**src/rtl/char_feeder_if.sv**
```systemverilog
`timescale 1ns/1ps
`default_nettype none
// ============================================================================
//  Module   : char_feeder_if
//  Purpose  : Bundles the producer handshake, the recognizer character bus
//             and the occupancy/status outputs of char_feeder.
//  Modports : master - producer/consumer side (drives in_char, in_valid,
//                      pop_en; observes everything else)
//             slave  - the feeder itself
//  Signals  : in_char[7:0], in_valid, in_ready   producer handshake
//             pop_en                              consumer drain permission
//             char[7:0], char_valid, cls[1:0]     registered output character
//             count, full, empty, drop_cnt[7:0]   status
//  Revision : 1.0 - initial release
// ============================================================================
interface char_feeder_if #(
  parameter int DEPTH = 8
);
  localparam int c_cw = $clog2(DEPTH) + 1;

  logic [7:0]      in_char;
  logic            in_valid;
  logic            in_ready;
  logic            pop_en;
  logic [7:0]      char;
  logic            char_valid;
  logic [1:0]      cls;
  logic [c_cw-1:0] count;
  logic            full;
  logic            empty;
  logic [7:0]      drop_cnt;

  modport master (
    output in_char, in_valid, pop_en,
    input  in_ready, char, char_valid, cls, count, full, empty, drop_cnt
  );

  modport slave (
    input  in_char, in_valid, pop_en,
    output in_ready, char, char_valid, cls, count, full, empty, drop_cnt
  );
endinterface
`default_nettype wire

```
**src/rtl/char_feeder.sv**
```systemverilog
`timescale 1ns/1ps
`default_nettype none
// ============================================================================
//  Module   : char_feeder
//  Purpose  : Small circular FIFO between an ASCII character producer and the
//             identifier-recognition FSM. Drains at most one character per
//             clock onto a registered 8-bit bus, tagged with a registered
//             class code (01 letter, 10 digit, 00 other). Emits FILL_CHAR
//             with char_valid low whenever nothing is popped.
//  Ports    : clk    - sole clock, rising edge
//             reset  - asynchronous, active-high; clears pointers, count,
//                      outputs and drop counter (storage is not cleared)
//             bus    - char_feeder_if.slave (handshake, output bus, status)
//  Revision : 1.0 - initial release
// ============================================================================
module char_feeder #(
  parameter int         DEPTH     = 8,
  parameter logic [7:0] FILL_CHAR = 8'd0
) (
  input  logic         clk,
  input  logic         reset,
  char_feeder_if.slave bus
);

  localparam int c_aw = $clog2(DEPTH);
  localparam int c_cw = c_aw + 1;

  localparam logic [c_cw-1:0] c_depth_cnt = c_cw'(DEPTH);
  localparam logic [c_cw-1:0] c_cnt_one   = c_cw'(1);
  localparam logic [c_aw-1:0] c_ptr_one   = c_aw'(1);
  localparam logic [7:0]      c_drop_max  = 8'd255;

  // Letter / digit / other decode of an ASCII byte.
  function automatic logic [1:0] f_class(input logic [7:0] c);
    logic [1:0] r;
    r = 2'b00;
    if ((c >= 8'd65 && c <= 8'd90) || (c >= 8'd97 && c <= 8'd122))
      r = 2'b01;
    else if (c >= 8'd48 && c <= 8'd57)
      r = 2'b10;
    return r;
  endfunction

  localparam logic [1:0] c_fill_cls = f_class(FILL_CHAR);

  logic [7:0]      r_mem [DEPTH];
  logic [c_aw-1:0] r_wp;
  logic [c_aw-1:0] r_rp;
  logic [c_cw-1:0] r_count;
  logic [7:0]      r_char;
  logic            r_char_valid;
  logic [1:0]      r_cls;
  logic [7:0]      r_drop_cnt;

  logic            w_full;
  logic            w_empty;
  logic            w_in_ready;
  logic            w_push;
  logic            w_pop;
  logic            w_drop;
  logic [7:0]      w_head;

  // Status is decoded from the registered count only, so a pop in the
  // same cycle never opens a slot for a push (no full-bypass), and a push
  // into an empty FIFO is never popped in the same cycle (no empty-bypass).
  assign w_full     = (r_count == c_depth_cnt);
  assign w_empty    = (r_count == '0);
  assign w_in_ready = !w_full;
  assign w_push     = bus.in_valid && w_in_ready;
  assign w_pop      = bus.pop_en && !w_empty;
  assign w_drop     = bus.in_valid && !w_in_ready;
  assign w_head     = r_mem[r_rp];

  // Storage is deliberately left out of reset; pointers guard stale data.
  always_ff @(posedge clk) begin
    if (w_push) begin
      r_mem[r_wp] <= bus.in_char;
    end
  end

  always_ff @(posedge clk or posedge reset) begin
    if (reset) begin
      r_wp         <= '0;
      r_rp         <= '0;
      r_count      <= '0;
      r_char       <= FILL_CHAR;
      r_cls        <= c_fill_cls;
      r_char_valid <= 1'b0;
      r_drop_cnt   <= '0;
    end else begin
      if (w_push) begin
        r_wp <= r_wp + c_ptr_one;
      end

      if (w_pop) begin
        r_rp         <= r_rp + c_ptr_one;
        r_char       <= w_head;
        r_cls        <= f_class(w_head);
        r_char_valid <= 1'b1;
      end else begin
        r_char       <= FILL_CHAR;
        r_cls        <= c_fill_cls;
        r_char_valid <= 1'b0;
      end

      case ({w_push, w_pop})
        2'b10:   r_count <= r_count + c_cnt_one;
        2'b01:   r_count <= r_count - c_cnt_one;
        default: r_count <= r_count;
      endcase

      // Saturate rather than wrap so a long overload stays visible.
      if (w_drop && (r_drop_cnt != c_drop_max)) begin
        r_drop_cnt <= r_drop_cnt + 8'd1;
      end
    end
  end

  assign bus.in_ready   = w_in_ready;
  assign bus.char       = r_char;
  assign bus.char_valid = r_char_valid;
  assign bus.cls        = r_cls;
  assign bus.count      = r_count;
  assign bus.full       = w_full;
  assign bus.empty      = w_empty;
  assign bus.drop_cnt   = r_drop_cnt;

endmodule
`default_nettype wire

```
**src/flat_wrapper.sv**
```systemverilog
// flat-port wrapper written by rule: the top's interface ports become plain ports
module char_feeder_flat 
#(
  parameter int         DEPTH     = 8,
  parameter logic [7:0] FILL_CHAR = 8'd0
)
  (clk, reset, bus_in_char, bus_in_valid, bus_pop_en, bus_in_ready, bus_char, bus_char_valid, bus_cls, bus_count, bus_full, bus_empty, bus_drop_cnt);
  char_feeder_if #(.DEPTH(DEPTH)) bus_i ();
  input  logic clk;
  input  logic reset;
  input wire logic [$bits(bus_i.in_char)-1:0] bus_in_char;
  input wire logic [$bits(bus_i.in_valid)-1:0] bus_in_valid;
  input wire logic [$bits(bus_i.pop_en)-1:0] bus_pop_en;
  output wire logic [$bits(bus_i.in_ready)-1:0] bus_in_ready;
  output wire logic [$bits(bus_i.char)-1:0] bus_char;
  output wire logic [$bits(bus_i.char_valid)-1:0] bus_char_valid;
  output wire logic [$bits(bus_i.cls)-1:0] bus_cls;
  output wire logic [$bits(bus_i.count)-1:0] bus_count;
  output wire logic [$bits(bus_i.full)-1:0] bus_full;
  output wire logic [$bits(bus_i.empty)-1:0] bus_empty;
  output wire logic [$bits(bus_i.drop_cnt)-1:0] bus_drop_cnt;
  assign bus_i.in_char = bus_in_char;
  assign bus_i.in_valid = bus_in_valid;
  assign bus_i.pop_en = bus_pop_en;
  assign bus_in_ready = bus_i.in_ready;
  assign bus_char = bus_i.char;
  assign bus_char_valid = bus_i.char_valid;
  assign bus_cls = bus_i.cls;
  assign bus_count = bus_i.count;
  assign bus_full = bus_i.full;
  assign bus_empty = bus_i.empty;
  assign bus_drop_cnt = bus_i.drop_cnt;
  char_feeder #(.DEPTH(DEPTH), .FILL_CHAR(FILL_CHAR)) u_core (.clk(clk), .reset(reset), .bus(bus_i));
endmodule
```
**config.mk**
```make
export PLATFORM = sky130hd
export DESIGN_NAME = char_feeder_flat
export DESIGN_NICKNAME = d
export VERILOG_FILES = /design/src/rtl/char_feeder_if.sv /design/src/rtl/char_feeder.sv /design/src/flat_wrapper.sv
export SDC_FILE = /design/constraint.sdc
export NUM_CORES = 1
export LEC_CHECK = 0
export BUFFER_PORTS_ARGS = -buffer_cell sky130_fd_sc_hd__buf_4
export CORE_MARGIN = 8
export CORE_UTILIZATION = 62
export CTS_CLUSTER_DIAMETER = 150
export DETAILED_ROUTE_END_ITERATION = 8
export PLACE_DENSITY = 0.79
export SETUP_SLACK_MARGIN = 0.3
export SLEW_MARGIN = 20
export SYNTH_ARGS = -nofsm -noshare
export SYNTH_HDL_FRONTEND = slang
export SYNTH_SLANG_ARGS = --single-unit
```
**constraint.sdc**
```tcl
create_clock -name clk -period 7.5 [get_ports clk]
set_clock_uncertainty 0.2 [all_clocks]
set_input_delay 1.125 -clock clk [delete_from_list [all_inputs] [get_ports clk]]
set_output_delay 1.125 -clock clk [all_outputs]
set_load 0.02 [all_outputs]
```
# Word level (Yosys, flattened, before mapping)
# Memories as Yosys holds them, arrays and structs flattened.
# Cells that the tools add are included.
[totals] regBits=29 mem_bits_rw=64 input_bits=12 out_inout_bits=26 wordCells=43 n_memories=1
[op_classes] n_addsub=5 n_lt_le_gt_ge=6 n_eq_ne=4 n_mux=8 reduce_logical=12
[memory_table] memory="u_core.r_mem" words=8 width=8 read_ports=1 rd_ports_with_merged_regs=0 write_ports=1 line_no="char_feeder.sv:46" source="logic [7:0] r_mem [DEPTH];"
[op_table] cell="$ge 8x7->1 const B" count=2
[op_table] cell="$le 8x7->1 const B" count=2
[op_table] cell="$add 8x1->8 const B" count=1
[op_table] cell="$ge 8x6->1 const B" count=1
[op_table] cell="$le 8x6->1 const B" count=1
[op_table] cell="$mux 8" count=1
[op_table] cell="$ne 8x8->1 const B" count=1
[op_table] cell="$pmux 4 s2" count=1
[op_table] cell="$logic_and 1x1->1" count=7
[op_table] cell="$add 3x1->3 const B" count=2
[op_table] cell="$mux 2" count=3
[op_table] cell="$add 4x1->4 const B" count=1
[op_table] cell="$eq 4x4->1 const B" count=1
[op_table] cell="$logic_not 4->1" count=1
[op_table] cell="$sub 4x1->4 const B" count=1
[op_table] cell="$mux 1" count=3
[op_table] cell="$eq 2x1->1 const B" count=1
[op_table] cell="$eq 2x2->1 const B" count=1
[op_table] cell="$logic_not 1->1" count=2
[op_table] cell="$reduce_bool 2->1" count=1
[op_table] cell="$logic_or 1x1->1" count=1

# Logic depth before layout (Yosys ltp)
# Gate-level depths: netlist of run 1.
# An unclocked memory read counts as a cell.
[depth] word_depth=6 depth_mapped=12 ltp_nobuf=12

# Worst setup path after synthesis of run 1
# Ideal clock, no wire load.
[synth_timing] path_type="register to register" startpoint="register u_core.r_count[0], in the netlist u_core.bus.count[0]" endpoint="register u_core.r_count[3], in the netlist u_core.bus.count[3]" setup_time_ns=0.132 t_arrival_ns=2.742 t_required_ns=7.168 setup_slack_ns=4.426 path_stages_with_launch=11 path_buffers=0 cell_sequence="dfrtp_1 nor4_1 nand2b_1 inv_2 ha_1 ha_1 a21o_1 a21oi_1 xnor2_1 nor2_1 xor2_1"
[synth_between] elab_chain_len=5
[synth_lines] element="start, declared" line_no="char_feeder.sv:49" source="logic [c_cw-1:0] r_count;"
[synth_lines] element="start signal, assigned" line_no="char_feeder.sv:107" source="2'b10: r_count <= r_count + c_cnt_one;"
[synth_lines] element="start signal, assigned" line_no="char_feeder.sv:108" source="2'b01: r_count <= r_count - c_cnt_one;"
[synth_lines] element="start signal, assigned" line_no="char_feeder.sv:109" source="default: r_count <= r_count;"
[synth_lines] element="$logic_not 4->1 (*)" line_no="char_feeder.sv:67" source="assign w_empty = (r_count == '0);"
[synth_lines] element="net bus_empty" line_no="flat_wrapper.sv:20" source="output wire logic [$bits(bus_i.empty)-1:0] bus_empty;"
[synth_lines] element="$logic_not 1->1 (*)" line_no="char_feeder.sv:70" source="assign w_pop = bus.pop_en && !w_empty;"
[synth_lines] element="$logic_and 1x1->1 (*)" line_no="char_feeder.sv:70"
[synth_lines] element="net u_core.w_pop" line_no="char_feeder.sv:59" source="logic w_pop;"
[synth_lines] element="$eq 2x1->1 or $eq 2x2->1 (tied branches)" line_no="char_feeder.sv:106" source="case ({w_push, w_pop})"
[synth_lines] element="$pmux 4 s2 or $reduce_bool 2->1 (tied branches)"
# The timed path passes the listed nets; every way through them passes the cells marked *.
# A chain may end at the register's enable or synchronous reset.

# Worst setup path after layout of run 1
[layout_timing] startpoint="register u_core.r_count[0], in the netlist u_core.bus.count[0]" endpoint="register u_core.r_count[3], in the netlist u_core.bus.count[3]"
[layout_between] elab_chain_len=5
[layout_lines] element="$logic_not 4->1 (*)" line_no="char_feeder.sv:67"
[layout_lines] element="$logic_not 1->1 (*)" line_no="char_feeder.sv:70"
[layout_lines] element="$logic_and 1x1->1 (*)" line_no="char_feeder.sv:70"
[layout_lines] element="net u_core.w_pop" line_no="char_feeder.sv:59"
[layout_lines] element="$eq 2x1->1 or $eq 2x2->1 (tied branches)" line_no="char_feeder.sv:106"
[layout_lines] element="$pmux 4 s2 or $reduce_bool 2->1 (tied branches)"
# Marks and branches as above.

==> results of run 1 <==
==> how the worst min path moves through the flow <==
stage | cells past startpoint | slack (ns) | end | start
6_report | 1 | 0.30 | u_core.bus.drop_cnt[7] | u_core.bus.drop_cnt[7]
5_1_grt | 1 | 0.33 | u_core.bus.drop_cnt[7] | u_core.bus.drop_cnt[7]
4_1_cts | 1 | 0.30 | u_core.bus.drop_cnt[7] | u_core.bus.drop_cnt[7]
3_5_place_dp | 1 | 0.29 | u_core.bus.drop_cnt[7] | u_core.bus.drop_cnt[7]
3_3_place_gp | 1 | 0.29 | u_core.bus.drop_cnt[7] | u_core.bus.drop_cnt[7]
2_1_floorplan | 2 | 0.29 | u_core.r_wp[0] | u_core.r_wp[0]
==> logic make-up (layout without fill, tap and decap cells) <==
| group | Yosys count | after routing | synth area share [%] |
|---|---|---|---|
| fa+ha+maj | 7 | 7 | 2.51 |
| flops | 93 | 93 | 69.8 |
| xor+xnor | 14 | 14 | 3.23 |
| mux | 25 | 25 | 12.7 |
| simple gates | 58 | 58 | 7.59 |
| compound gates | 9 | 9 | 1.58 |
| buf+inv | 14 | 64 | 2.54 |
==> critical path, stage by stage (launching register included) <==
cell	delay, ns
dfrtp_1	0.45
nor4_1	0.36
nand2b_1	0.52
inv_2	0.11
ha_1	0.24
ha_1	0.28
a21o_1	0.17
a21oi_1	0.17
xnor2_1	0.13
nor2_1	0.06
xor2_1	0.14
==> placed cells by master, fill, tap and decap left out, drive strengths merged <==
master / netlist / routed
edfxtp: 64 / 64
buf: 5 / 40
dfrtp: 29 / 29
nand2: 20 / 20
nor2: 16 / 16
mux4: 16 / 16
xnor2: 11 / 11
clkbuf: 1 / 10
inv: 8 / 10
mux2i: 9 / 9
ha: 6 / 6
nor3: 4 / 4
nand2b: 4 / 4
xor2: 3 / 3
nor4: 3 / 3
nand3: 2 / 2
nand4: 2 / 2
and3: 2 / 2
a31oi: 2 / 2
o21ai: 2 / 2
bufinv: 0 / 2
nor3b: 2 / 2
a21o: 1 / 1
a21oi: 1 / 1
o211a: 1 / 1
nor2b: 1 / 1
o21a: 1 / 1
and2: 1 / 1
and4: 1 / 1
o211ai: 1 / 1
fa: 1 / 1
clkinv: 0 / 1
clkinvlp: 0 / 1
==> power breakdown <==
part	leakage (nW)	internal (W)	switching, W
registers	0.951	0.000663	0.0000946
logic	0.637	0.000274	0.000305
clock network	0.107	0.000191	0.000174
==> per-layer routing <==
metal / GRT usage, % / vias up / wire [um]
met4: 9.25 / 0 / 156
met5: 0 / - / 0
met1: 20.3 / 995 / 2900
met2: 25.2 / 54 / 3220
li1: - / 911 / -
met3: 4.08 / 15 / 395
==> metrics by stage <==
stage	instance area (um^2)	util [%]
after global placement	4120	69.6
after floorplan	3790	-
after CTS	4340	73.3
final	4340	73.3
after detailed placement	4120	69.6
after global routing	4340	73.3
==> flip-flops by register name, indices dropped and copies added (netlist names) <==
| name | flops |
|---|---|
| u_core.bus.char | 8 |
| u_core.bus.char_valid | 1 |
| u_core.bus.cls | 2 |
| u_core.bus.count | 4 |
| u_core.bus.drop_cnt | 8 |
| u_core.r_mem | 64 |
| u_core.r_rp | 3 |
| u_core.r_wp | 3 |
==> area by class of cell <==
class | instances | area (um^2)
flip-flops and latches | 93 | 2650
fillers | 384 | 1580
well taps | 75 | 93.8
multi-input cells | 113 | 1050
inverters | 8 | 30.0
repair buffers | 40 | 300
clock buffers | 10 | 128
clock inverters | 6 | 93.8
==> results.md, run 1 <==
- Outcome: finished, final reports clean
- Initial antenna violation count: 0
- Data arrival, critical path: between 2 and 3 ns
- Worst-Skew Late Latency: roughly 0.35 ns
- Largest net degree at the start of global routing: 30
- Detail Route Antenna Nets: 0
- Crit. End Element: register
- Flip-flop and latch count after synthesis: 93
- Clock Sinks: a little over 90
- Die span in x: approximately 94 um
- Post-Synthesis Net Count: approximately 240
- Vias in the first global route: slightly above 2,000
- Boundary pin count: 38
- Placed cells: between 300 and 400
- TritonCTS clock tree: built
- Area leader, netlist: edfxtp_1
- Pwr Total: roughly 0.0017 W
- P&R area growth vs syn: 14.5%
- Share of Yosys cell area claimed by the top area cell type: between 50% and 60%
- Clock root buffer: clkbuf_8
- Worst slew margin: between 30 and 40%
- First-pass GRT wire length: roughly 11,000 um
- Ys async rst share: between 30% and 40%
- Routed wire length per instance: about 19 um
- Post-layout nets: roughly 280
- Setup TNS: 0 ns
- Final setup margin: between 4 and 5 ns
- Most common library cells after synthesis: edfxtp_1, dfrtp_1, nand2_1, nor2_1, mux4_2
- Clock Tree Buf Depth: 2
- Avg Cell Area, Syn: between 15 and 20 um^2
- Setup CP Type: register to register
- Fin crit period: roughly 2.9 ns
- Via count: 1,975
- Synthesized area: between 3000 and 4000 um^2
- Synth Warn #: 0
- Detailed Route WL: ~6700 um
- Number of flops mapped to enable cells by yosys: 64
- WP data required: 7.54 ns
- CP startpoint: u_core.bus.count[0]
- DR iter-0 viols: 86
- Initial Utilization: 64.1%
- Power density cells: between 300 and 400 nW/um^2
- Final hold slack: around 0.30 ns
- Tot GR Track Use: roughly 16%
- Final slew viol count: 0
- Top-count cell post-synth: edfxtp_1
- CP Launch Type: register
- Die height: roughly 94 um
- Htree depth: 3
- Finished Layout Cells: about 350
- FF-to-FF Start: u_core.bus.count[0]
- Slew @ Worst Pin: about 0.96 ns
- Worst vdd ir: 0.229 mV
- DP HPWL: around 4500 um
- Worst-path clk slew: 0.08 ns
- Top_reg_cell synth: edfxtp_1
- Post-Syn Instances: 220
- R2r worst-path depth: 10
- Setup slack, reg-to-reg: about 4.6 ns
- Number of max-cap violations: 0
- Seq/Total Area, Yosys: a little over two thirds
- Ant diodes: 0
- Fin crit share: between 30 and 40%
- Post-CTS Resized: 0
- Largest cells by area after synthesis: edfxtp_1, dfrtp_1, mux4_2, xnor2_1, ha_1
- Worst setup path end: u_core.bus.count[3]
- Placer Congestion: around 0.75
- RSZ-0062 raised after global routing: false
- Floorplan core area: about 6000 um^2
- # port buffers: 37
- Hold WC Path Type: register to register
- Post-CTS Setup Repair Bufs: 0
- Lkg Pwr: between 1.5 and 2 nW
- Setup WS pre-CTS: ~4.2 ns
- Cell variety after synth: 37
- Final setup fails: 0
- CTS hold repair buffers: 0
- Fmax: 0.340 GHz
- Num CTS Buffers: 9
- RR Endpoint: u_core.bus.count[3]
- Final hold violations: 0
- Full die area: between 8000 and 9000 um^2
- Drt pass-1 iters: 4
- Drt via density: roughly 5.7
- FP Rows: 28
- DRC: 0
- Global route overflow: 0
- Layout cell share with drive strength beyond 1: between 20 and 30%
- CP max FO: 13
(Power assumes the default switching activity.)
==> run 2: changes to the inputs <==
--- a/config.mk
+++ b/config.mk
@@ -7,10 +7,10 @@
 export LEC_CHECK = 0
 export BUFFER_PORTS_ARGS = -buffer_cell sky130_fd_sc_hd__buf_4
 export CORE_MARGIN = 8
-export CORE_UTILIZATION = 62
+export CORE_UTILIZATION = 52
 export CTS_CLUSTER_DIAMETER = 150
 export DETAILED_ROUTE_END_ITERATION = 8
-export PLACE_DENSITY = 0.79
+export PLACE_DENSITY = 0.7
 export SETUP_SLACK_MARGIN = 0.3
 export SLEW_MARGIN = 20
 export SYNTH_ARGS = -nofsm -noshare
==> constraint.sdc (replaced) <==
create_clock -name clk -period 2.7 [get_ports clk]
set_clock_uncertainty 0.2 [all_clocks]
set_input_delay 0.405 -clock clk [delete_from_list [all_inputs] [get_ports clk]]
set_output_delay 0.405 -clock clk [all_outputs]
set_load 0.02 [all_outputs]
==> results.md, run 2 (synthesis gave the netlist of run 1 again) <==
- Outcome: finished, final reports clean (unchanged)
- Final hold violations: 0 (unchanged)
- Die span in x: 101 um (was 94.2 um)
- Final slew viol count: 0 (unchanged)
- Worst slew margin: 71.7% (was 35.8%)
- DP HPWL: 4880 um (was 4490 um)
- DRC: 0 (unchanged)
- Max reg flops: 64 (unchanged)
- FP Rows: 31 (was 28)
- Layout cell share with drive strength beyond 1: 35.7% (was 28.5%)
- TritonCTS clock tree: built (unchanged)
- Fin crit share: 84.7% (was 39.2%)
- Most flop-heavy register: u_core.r_mem (unchanged)
- Setup CP Type: register to register (unchanged)
- Hold WC Path Type: input pin to register (was register to register)
- Fmax: 0.437 GHz (was 0.340 GHz)
- Largest net degree at the start of global routing: 25 (was 30)
- CP Launch Type: register (unchanged)
- Num CTS Buffers: 9 (unchanged)
- Placer Congestion: 0.763 (was 0.754)
- Clock Sinks: 93 (unchanged)
- Commonest non-fill, non-tap cell in the layout: edfxtp_1 (unchanged)
- Tot GR Track Use: 15.0% (was 16.2%)
- Number of max-cap violations: 0 (unchanged)
- RSZ-0062 raised after global routing: false (unchanged)
- Placed cells: 362 (was 329)
- Ant diodes: 0 (unchanged)
- Initial Utilization: 52.9% (was 64.1%)
- Worst vdd ir: 0.465 mV (was 0.229 mV)
- Via count: 2,046 (was 1,975)
- Detailed Route WL: 7170 um (was 6670 um)
- # port buffers: 37 (unchanged)
- Floorplan core area: 7180 um^2 (was 5920 um^2)
- Clock Tree Buf Depth: 2 (unchanged)
- Number of fill cells: 537 (was 384)
- Htree depth: 3 (unchanged)
- Power density cells: 1060 nW/um^2 (was 392 nW/um^2)
- Area of placed instances: 4300 um^2 (was 4120 um^2)
- Slew @ Worst Pin: 0.425 ns (was 0.960 ns)
- Detail Route Antenna Nets: 0 (unchanged)
- Final Util: 63.4% (was 73.3%)
- Die height: 101 um (was 94.2 um)
- Worst-path clk slew: 0.09 ns (was 0.08 ns)
- P&R area growth vs syn: 19.9% (was 14.5%)
- Final instance area: 4550 um^2 (was 4340 um^2)
- Final setup fails: 0 (unchanged)
- Initial antenna violation count: 0 (unchanged)
- Boundary pin count: 38 (unchanged)
- Setup TNS: 0 ns (unchanged)
- Drt pass-1 iters: 4 (unchanged)
- Finished Layout Cells: 385 (was 345)
- Fin crit period: 2.29 ns (was 2.94 ns)
- CP max FO: 4 (was 13)
- Vias in the first global route: 2,178 (was 2,041)
- Data arrival, critical path: 2.32 ns (was 2.98 ns)
- Commonest non-fill, non-tap cells in the layout: edfxtp_1, buf_4, dfrtp_1 (unchanged)
- Post-layout nets: 300 (was 284)
- Lkg Pwr: 1.77 nW (was 1.70 nW)
- First-pass GRT wire length: 11,400 um (was 10,600 um)
- Clock root buffer: clkbuf_8 (unchanged)
- Global route overflow: 0 (unchanged)
- Full die area: 10,300 um^2 (was 8880 um^2)
- WP data required: 2.73 ns (was 7.54 ns)
- Routed wire length per instance: 18.6 um (was 19.3 um)
- DR iter-0 viols: 82 (was 86)
- Worst-Skew Late Latency: 0.35 ns (about the same)
- Crit. End Element: register (unchanged)
- Drt via density: 5.31 (was 5.72)
==> run 2: layout make-up <==
cell class                      count  area (um^2)  share of cell area (%)
Sequential cell                    93         2650                    58.3
Multi-Input combinational cell    113         1110                    24.5
Timing Repair Buffer               56          435                    9.57
Clock buffer                       12          135                    2.97
Tap cell                           99          124                    2.72
Clock inverter                      4         51.3                    1.13
Inverter                            8         35.0                   0.770
==> run 2: stage by stage <==
| step | total power, W | setup slack (ns) | hold slack, ns |
|---|---|---|---|
| 2_1_floorplan | 0.00336 | 0.225 | 0.283 |
| 3_3_place_gp | 0.00388 | 0.317 | 0.140 |
| 3_5_place_dp | 0.00393 | 0.273 | 0.137 |
| 4_1_cts | 0.00481 | 0.323 | 0.0728 |
| 5_1_grt | 0.00509 | 0.298 | 0.0638 |
| 6_report | 0.00481 | 0.414 | 0.0841 |
==> run 2: power breakdown <==
part           leakage (nW)  internal (W)  switching (W)
registers             0.947       0.00185       0.000226
logic                 0.733      0.000897       0.000965
clock network        0.0906      0.000429       0.000447
==> run 2: path summary, 6_finish.rpt <==
kind / start / cells after the start / end / slack (ns)
hold / removal: bus_in_char[1] / 1 / u_core.r_mem[7][1] / 0.08
setup reg to reg: u_core.bus.count[3] / 10 / u_core.bus.count[3] / 0.41
max in group asynchronous: reset / 4 / u_core.bus.count[0] / 1.37
min in group asynchronous: reset / 3 / u_core.bus.drop_cnt[5] / 0.33
setup / recovery: u_core.bus.count[3] / 10 / u_core.bus.count[3] / 0.41
hold reg to reg: u_core.bus.drop_cnt[7] / 1 / u_core.bus.drop_cnt[7] / 0.32
==> run 2: what timing repair did <==
action / 4_1_cts / 5_1_grt
buffers inserted: 1 / 5
pin swaps: 0 / 2
endpoints found under the hold margin: 5 / 0
setup endpoints to repair: 1 / 2
gates resized for setup: 1 / 3
hold buffers: 1 / 0
==> run 2: worst max-delay path, stage by stage, from the launching register on <==
cell and delay (ns):
dfrtp_2 0.44, nor4_4 0.30, nand2b_4 0.19, inv_4 0.05, ha_4 0.17, ha_4 0.21, a21o_1 0.16, a21oi_2 0.13
xnor2_1 0.13, nor2_1 0.06, xor2_1 0.14
==> run 2: layer usage <==
metal  global-route usage (%)  wire, um  share of wire (%)  up-vias
li1                         -         -                  -      942
met1                     17.5      2980                 42     1044
met2                     25.1      3660                 51       53
met3                     4.95       449                6.3        7
met4                     6.19        82                1.1        0
met5                        0         0                  0        -
==> run 3: changes to the inputs <==
--- a/config.mk
+++ b/config.mk
@@ -5,12 +5,13 @@
 export SDC_FILE = /design/constraint.sdc
 export NUM_CORES = 1
 export LEC_CHECK = 0
+export ABC_AREA = 1
 export BUFFER_PORTS_ARGS = -buffer_cell sky130_fd_sc_hd__buf_4
 export CORE_MARGIN = 8
-export CORE_UTILIZATION = 52
+export CORE_UTILIZATION = 53
 export CTS_CLUSTER_DIAMETER = 150
 export DETAILED_ROUTE_END_ITERATION = 8
-export PLACE_DENSITY = 0.7
+export PLACE_DENSITY = 0.71
 export SETUP_SLACK_MARGIN = 0.3
 export SLEW_MARGIN = 20
 export SYNTH_ARGS = -nofsm -noshare
==> constraint.sdc (replaced) <==
create_clock -name clk -period 2.1 [get_ports clk]
set_clock_uncertainty 0.2 [all_clocks]
set_input_delay 0.315 -clock clk [delete_from_list [all_inputs] [get_ports clk]]
set_output_delay 0.315 -clock clk [all_outputs]
set_load 0.02 [all_outputs]
==> results.md, run 3 <==
- Floorplan core area: 7650 um^2 (was 7180 um^2)
- Top_reg_cell synth: edfxtp_1 (unchanged)
- Layout cell share with drive strength beyond 1: 34.4% (was 35.7%)
- Synth Warn #: 0 (unchanged)
- Ant diodes: 0 (unchanged)
- Final setup fails: 9 (was 0)
- Boundary pin count: 38 (unchanged)
- Commonest non-fill, non-tap cell in the layout: nand2_1 (was edfxtp_1)
- Worst vdd ir: 0.536 mV (was 0.465 mV)
- Fmax: 0.418 GHz (was 0.437 GHz)
- Area leader, netlist: edfxtp_1 (unchanged)
- P&R area growth vs syn: 35.6% (was 19.9%)
- DR iter-0 viols: 184 (was 82)
- Worst-path clk slew: 0.09 ns (about the same)
- CP Launch Type: register (unchanged)
- Clock Tree Buf Depth: 2 (unchanged)
- WP data required: 2.16 ns (was 2.73 ns)
- DRC: 0 (unchanged)
- DP HPWL: 5590 um (was 4880 um)
- Full die area: 10,800 um^2 (was 10,300 um^2)
- Placer Congestion: 0.752 (was 0.763)
- Post-layout nets: 508 (was 300)
- Cell variety after synth: 34 (was 37)
- Global route overflow: 0 (unchanged)
- Initial Utilization: 53.8% (was 52.9%)
- Detailed Route WL: 10,300 um (was 7170 um)
- Logic pwr share: 52.1% (was 38.7%)
- Post-Synth Adder-Cell Area: 2.31% (was 2.51%)
- # port buffers: 37 (unchanged)
- Multiplexer share of the synthesized area: 0.273% (was 12.7%)
- RSZ-0062 raised after global routing: true (was false)
- Routed wire length per instance: 17.2 um (was 18.6 um)
- CP max FO: 3 (was 4)
- Number of flops mapped to enable cells by yosys: 64 (unchanged)
- Most flop-heavy register: u_core.r_mem (unchanged)
- Area of the multi-input gates: 1440 um^2 (was 1110 um^2)
- Clock root buffer: clkbuf_8 (unchanged)
- Initial antenna violation count: 0 (unchanged)
- Fin crit share: 114% (was 84.7%)
- Clock share of power: 13.6% (was 18.2%)
- Post-Synthesis Net Count: 410 (was 239)
- TritonCTS clock tree: built (unchanged)
- Power density cells: 1370 nW/um^2 (was 1060 nW/um^2)
- Max reg flops: 64 (unchanged)
- Number of fill cells: 472 (was 537)
- Tot GR Track Use: 17.1% (was 15.0%)
- Synthesized area: 4120 um^2 (was 3790 um^2)
- Most common library cells after synthesis: nand2_1, edfxtp_1, inv_1, nand3_1, nor2_1 (was edfxtp_1, dfrtp_1, nand2_1, nor2_1, mux4_2)
- Vias in the first global route: 2,923 (was 2,178)
- Largest net degree at the start of global routing: 36 (was 25)
- Number of max-cap violations: 0 (unchanged)
- Htree depth: 3 (unchanged)
- Area of placed instances: 4680 um^2 (was 4300 um^2)
- Num CTS Buffers: 9 (unchanged)
- Final setup margin: -0.292 ns (was 0.414 ns)
- Share of Yosys cell area claimed by the top area cell type: 46.7% (was 50.7%)
- Ys async rst share: 31.2% (unchanged)
- Seq/Total Area, Yosys: 64.3% (was 69.8%)
- Seq pwr share: 34.3% (was 43.1%)
- Post-Syn Instances: 391 (was 220)
- Avg Cell Area, Syn: 10.5 um^2 (was 17.2 um^2)
- Synth Area in Compound Gates: 2.34% (was 1.58%)
- Data arrival, critical path: 2.46 ns (was 2.32 ns)
- Commonest non-fill, non-tap cells in the layout: nand2_1, edfxtp_1, buf_4 (was edfxtp_1, buf_4, dfrtp_1)
- Die height: 104 um (was 101 um)
- P_int: 0.00443 W (was 0.00318 W)
- FP Rows: 32 (was 31)
- Outcome: finished, violations left (was finished, final reports clean)
- Failing checks: setup timing
- Final instance area: 5590 um^2 (was 4550 um^2)
- Storage element area: 2660 um^2 (was 2650 um^2)
- Final hold violations: 0 (unchanged)
- Post-Synth XOR/XNOR Area: 2.55% (was 3.23%)
- Synth Area in Simple Gates: 20.3% (was 7.59%)
- Worst slew margin: 75.0% (was 71.7%)
- Worst-Skew Late Latency: 0.37 ns (was 0.35 ns)
- Largest cells by area after synthesis: edfxtp_1, dfrtp_1, nand2_1, inv_1, nand3_1 (was edfxtp_1, dfrtp_1, mux4_2, xnor2_1, ha_1)
- Sw Share: 42.3% (was 34.0%)
- Crit. End Element: register (unchanged)
- Drt via density: 5.08 (was 5.31)
- Die span in x: 104 um (was 101 um)
- Drt pass-1 iters: 4 (unchanged)
- Setup CP Type: register to register (unchanged)
- Fin crit period: 2.39 ns (was 2.29 ns)
- Switching power: 0.00325 W (was 0.00164 W)
- Main combinational cell family by area after synthesis: simple AND/OR/NAND/NOR gates (was multiplexers)
- Slew @ Worst Pin: 0.376 ns (was 0.425 ns)
- Lkg Pwr: 2.48 nW (was 1.77 nW)
- Hold WC Path Type: input pin to register (unchanged)
- Final slew viol count: 0 (unchanged)
- Via count: 3,030 (was 2,046)
- First-pass GRT wire length: 14,400 um (was 11,400 um)
- Final Util: 73.0% (was 63.4%)
- Flip-flop and latch count after synthesis: 93 (unchanged)
- Detail Route Antenna Nets: 0 (unchanged)
- Top-count cell post-synth: nand2_1 (was edfxtp_1)
- Clock Sinks: 93 (unchanged)
- Max incr delay on CP: 0.45 ns (was 0.44 ns)
- Crit path cell chain: nor2_4 -> buf_6 -> nand3_4 -> nand2_4 -> ha_4 -> ha_4 -> nand2_4 -> nor2_2 -> a211oi_2 -> nor2_1 -> nor2_1 -> nand2_1 -> xor2_1 (was nor4_4 -> nand2b_4 -> inv_4 -> ha_4 -> ha_4 -> a21o_1 -> a21oi_2 -> xnor2_1 -> nor2_1 -> xor2_1)
- Slowest CP cell: dfrtp_2 (unchanged)
## run 3: cell types whose count changed after synthesis, sizes merged, moves of 3 or more
cell,previous run,this run
o21ai,2,13
buf,5,12
nor4,3,0
xnor2,11,2
xor2,3,10
mux4,16,0
nand2b,4,0
inv,8,55
nand2,20,108
nand3,2,40
mux2i,9,0
nor2,16,39
## run 3: path summary, 6_finish.rpt
kind,startpoint,endpoint,slack (ns),depth (start not counted)
setup reg to reg,u_core.bus.count[0],u_core.bus.count[3],-0.29,13
setup / recovery,u_core.bus.count[0],u_core.bus.count[3],-0.29,13
max in group asynchronous,reset,u_core.r_rp[0],1.03,4
hold / removal,bus_pop_en,u_core.bus.char_valid,0.12,4
hold reg to reg,u_core.bus.drop_cnt[2],u_core.bus.drop_cnt[2],0.34,1
min in group asynchronous,reset,u_core.bus.drop_cnt[6],0.37,4
## run 3: metrics by stage
stage / setup WS, ns / cells / setup TNS [ns] / total power (W) / hold WS, ns
2_1_floorplan: -0.0591 / 391 / -0.0591 / 0.00475 / 0.193
3_3_place_gp: 0.00595 / 537 / 0 / 0.00553 / 0.209
3_5_place_dp: -0.0728 / 537 / -0.0728 / 0.00563 / 0.216
4_1_cts: -0.0699 / 584 / -0.0699 / 0.00705 / 0.0983
5_1_grt: -0.375 / 596 / -1.43 / 0.00812 / 0.107
6_report: -0.292 / 596 / -0.997 / 0.00768 / 0.121
## run 3: cell type report
| type | count | area share, % |
|---|---|---|
| Inverter | 56 | 4.12 |
| Multi-Input combinational cell | 230 | 25.8 |
| Tap cell | 102 | 2.28 |
| Clock buffer | 13 | 2.49 |
| Sequential cell | 93 | 47.5 |
| Timing Repair Buffer | 99 | 17.4 |
| Clock inverter | 3 | 0.381 |
## run 3: power by group through the flow
stage          registers (W)  clock network, W  logic (W)
5_1_grt              0.00266           0.00114    0.00432
3_5_place_dp         0.00262                 0    0.00301
2_1_floorplan        0.00279                 0    0.00196
3_3_place_gp         0.00260                 0    0.00293
4_1_cts              0.00259           0.00106    0.00340
6_report             0.00263           0.00105    0.00400
## run 3: timing repair
| action | 4_1_cts | 5_1_grt |
|---|---|---|
| setup endpoints to repair | 55 | 88 |
| pin swaps | 14 | 34 |
| buffers inserted | 22 | 12 |
| gates cloned | 0 | 0 |
| endpoints found under the hold margin | 93 | 0 |
| hold buffers | 9 | 0 |
| resized for setup | 43 | 55 |
## run 3: metal layers
metal	track usage (%)	share of wire, %	vias up
li1	-	-	1450
met5	0	0	-
met3	5.51	7.2	18
met4	5.69	2.5	0
met1	19.5	36	1451
met2	29.7	54	111
## run 3: worst max-delay path, delay by kind of cell, from the launching register on
kind,cells,cell delay (ns)
AND/OR/NAND/NOR,8,0.72
adder cells (fa/ha/maj),2,0.41
buffers and inverters,1,0.13
XOR/XNOR,1,0.15
AO/OA/AOI/OAI,1,0.21
flip-flops,1,0.45
## run 3: logic make-up after synthesis
| group | Yosys count |
|---|---|
| muxes | 1 |
| AOI/OAI and AO/OA | 17 |
| DFF | 93 |
| and+or+nand+nor | 193 |
| xor gates and xnor gates | 12 |
| buffers and inverters | 68 |
| adders and majority gates | 7 |
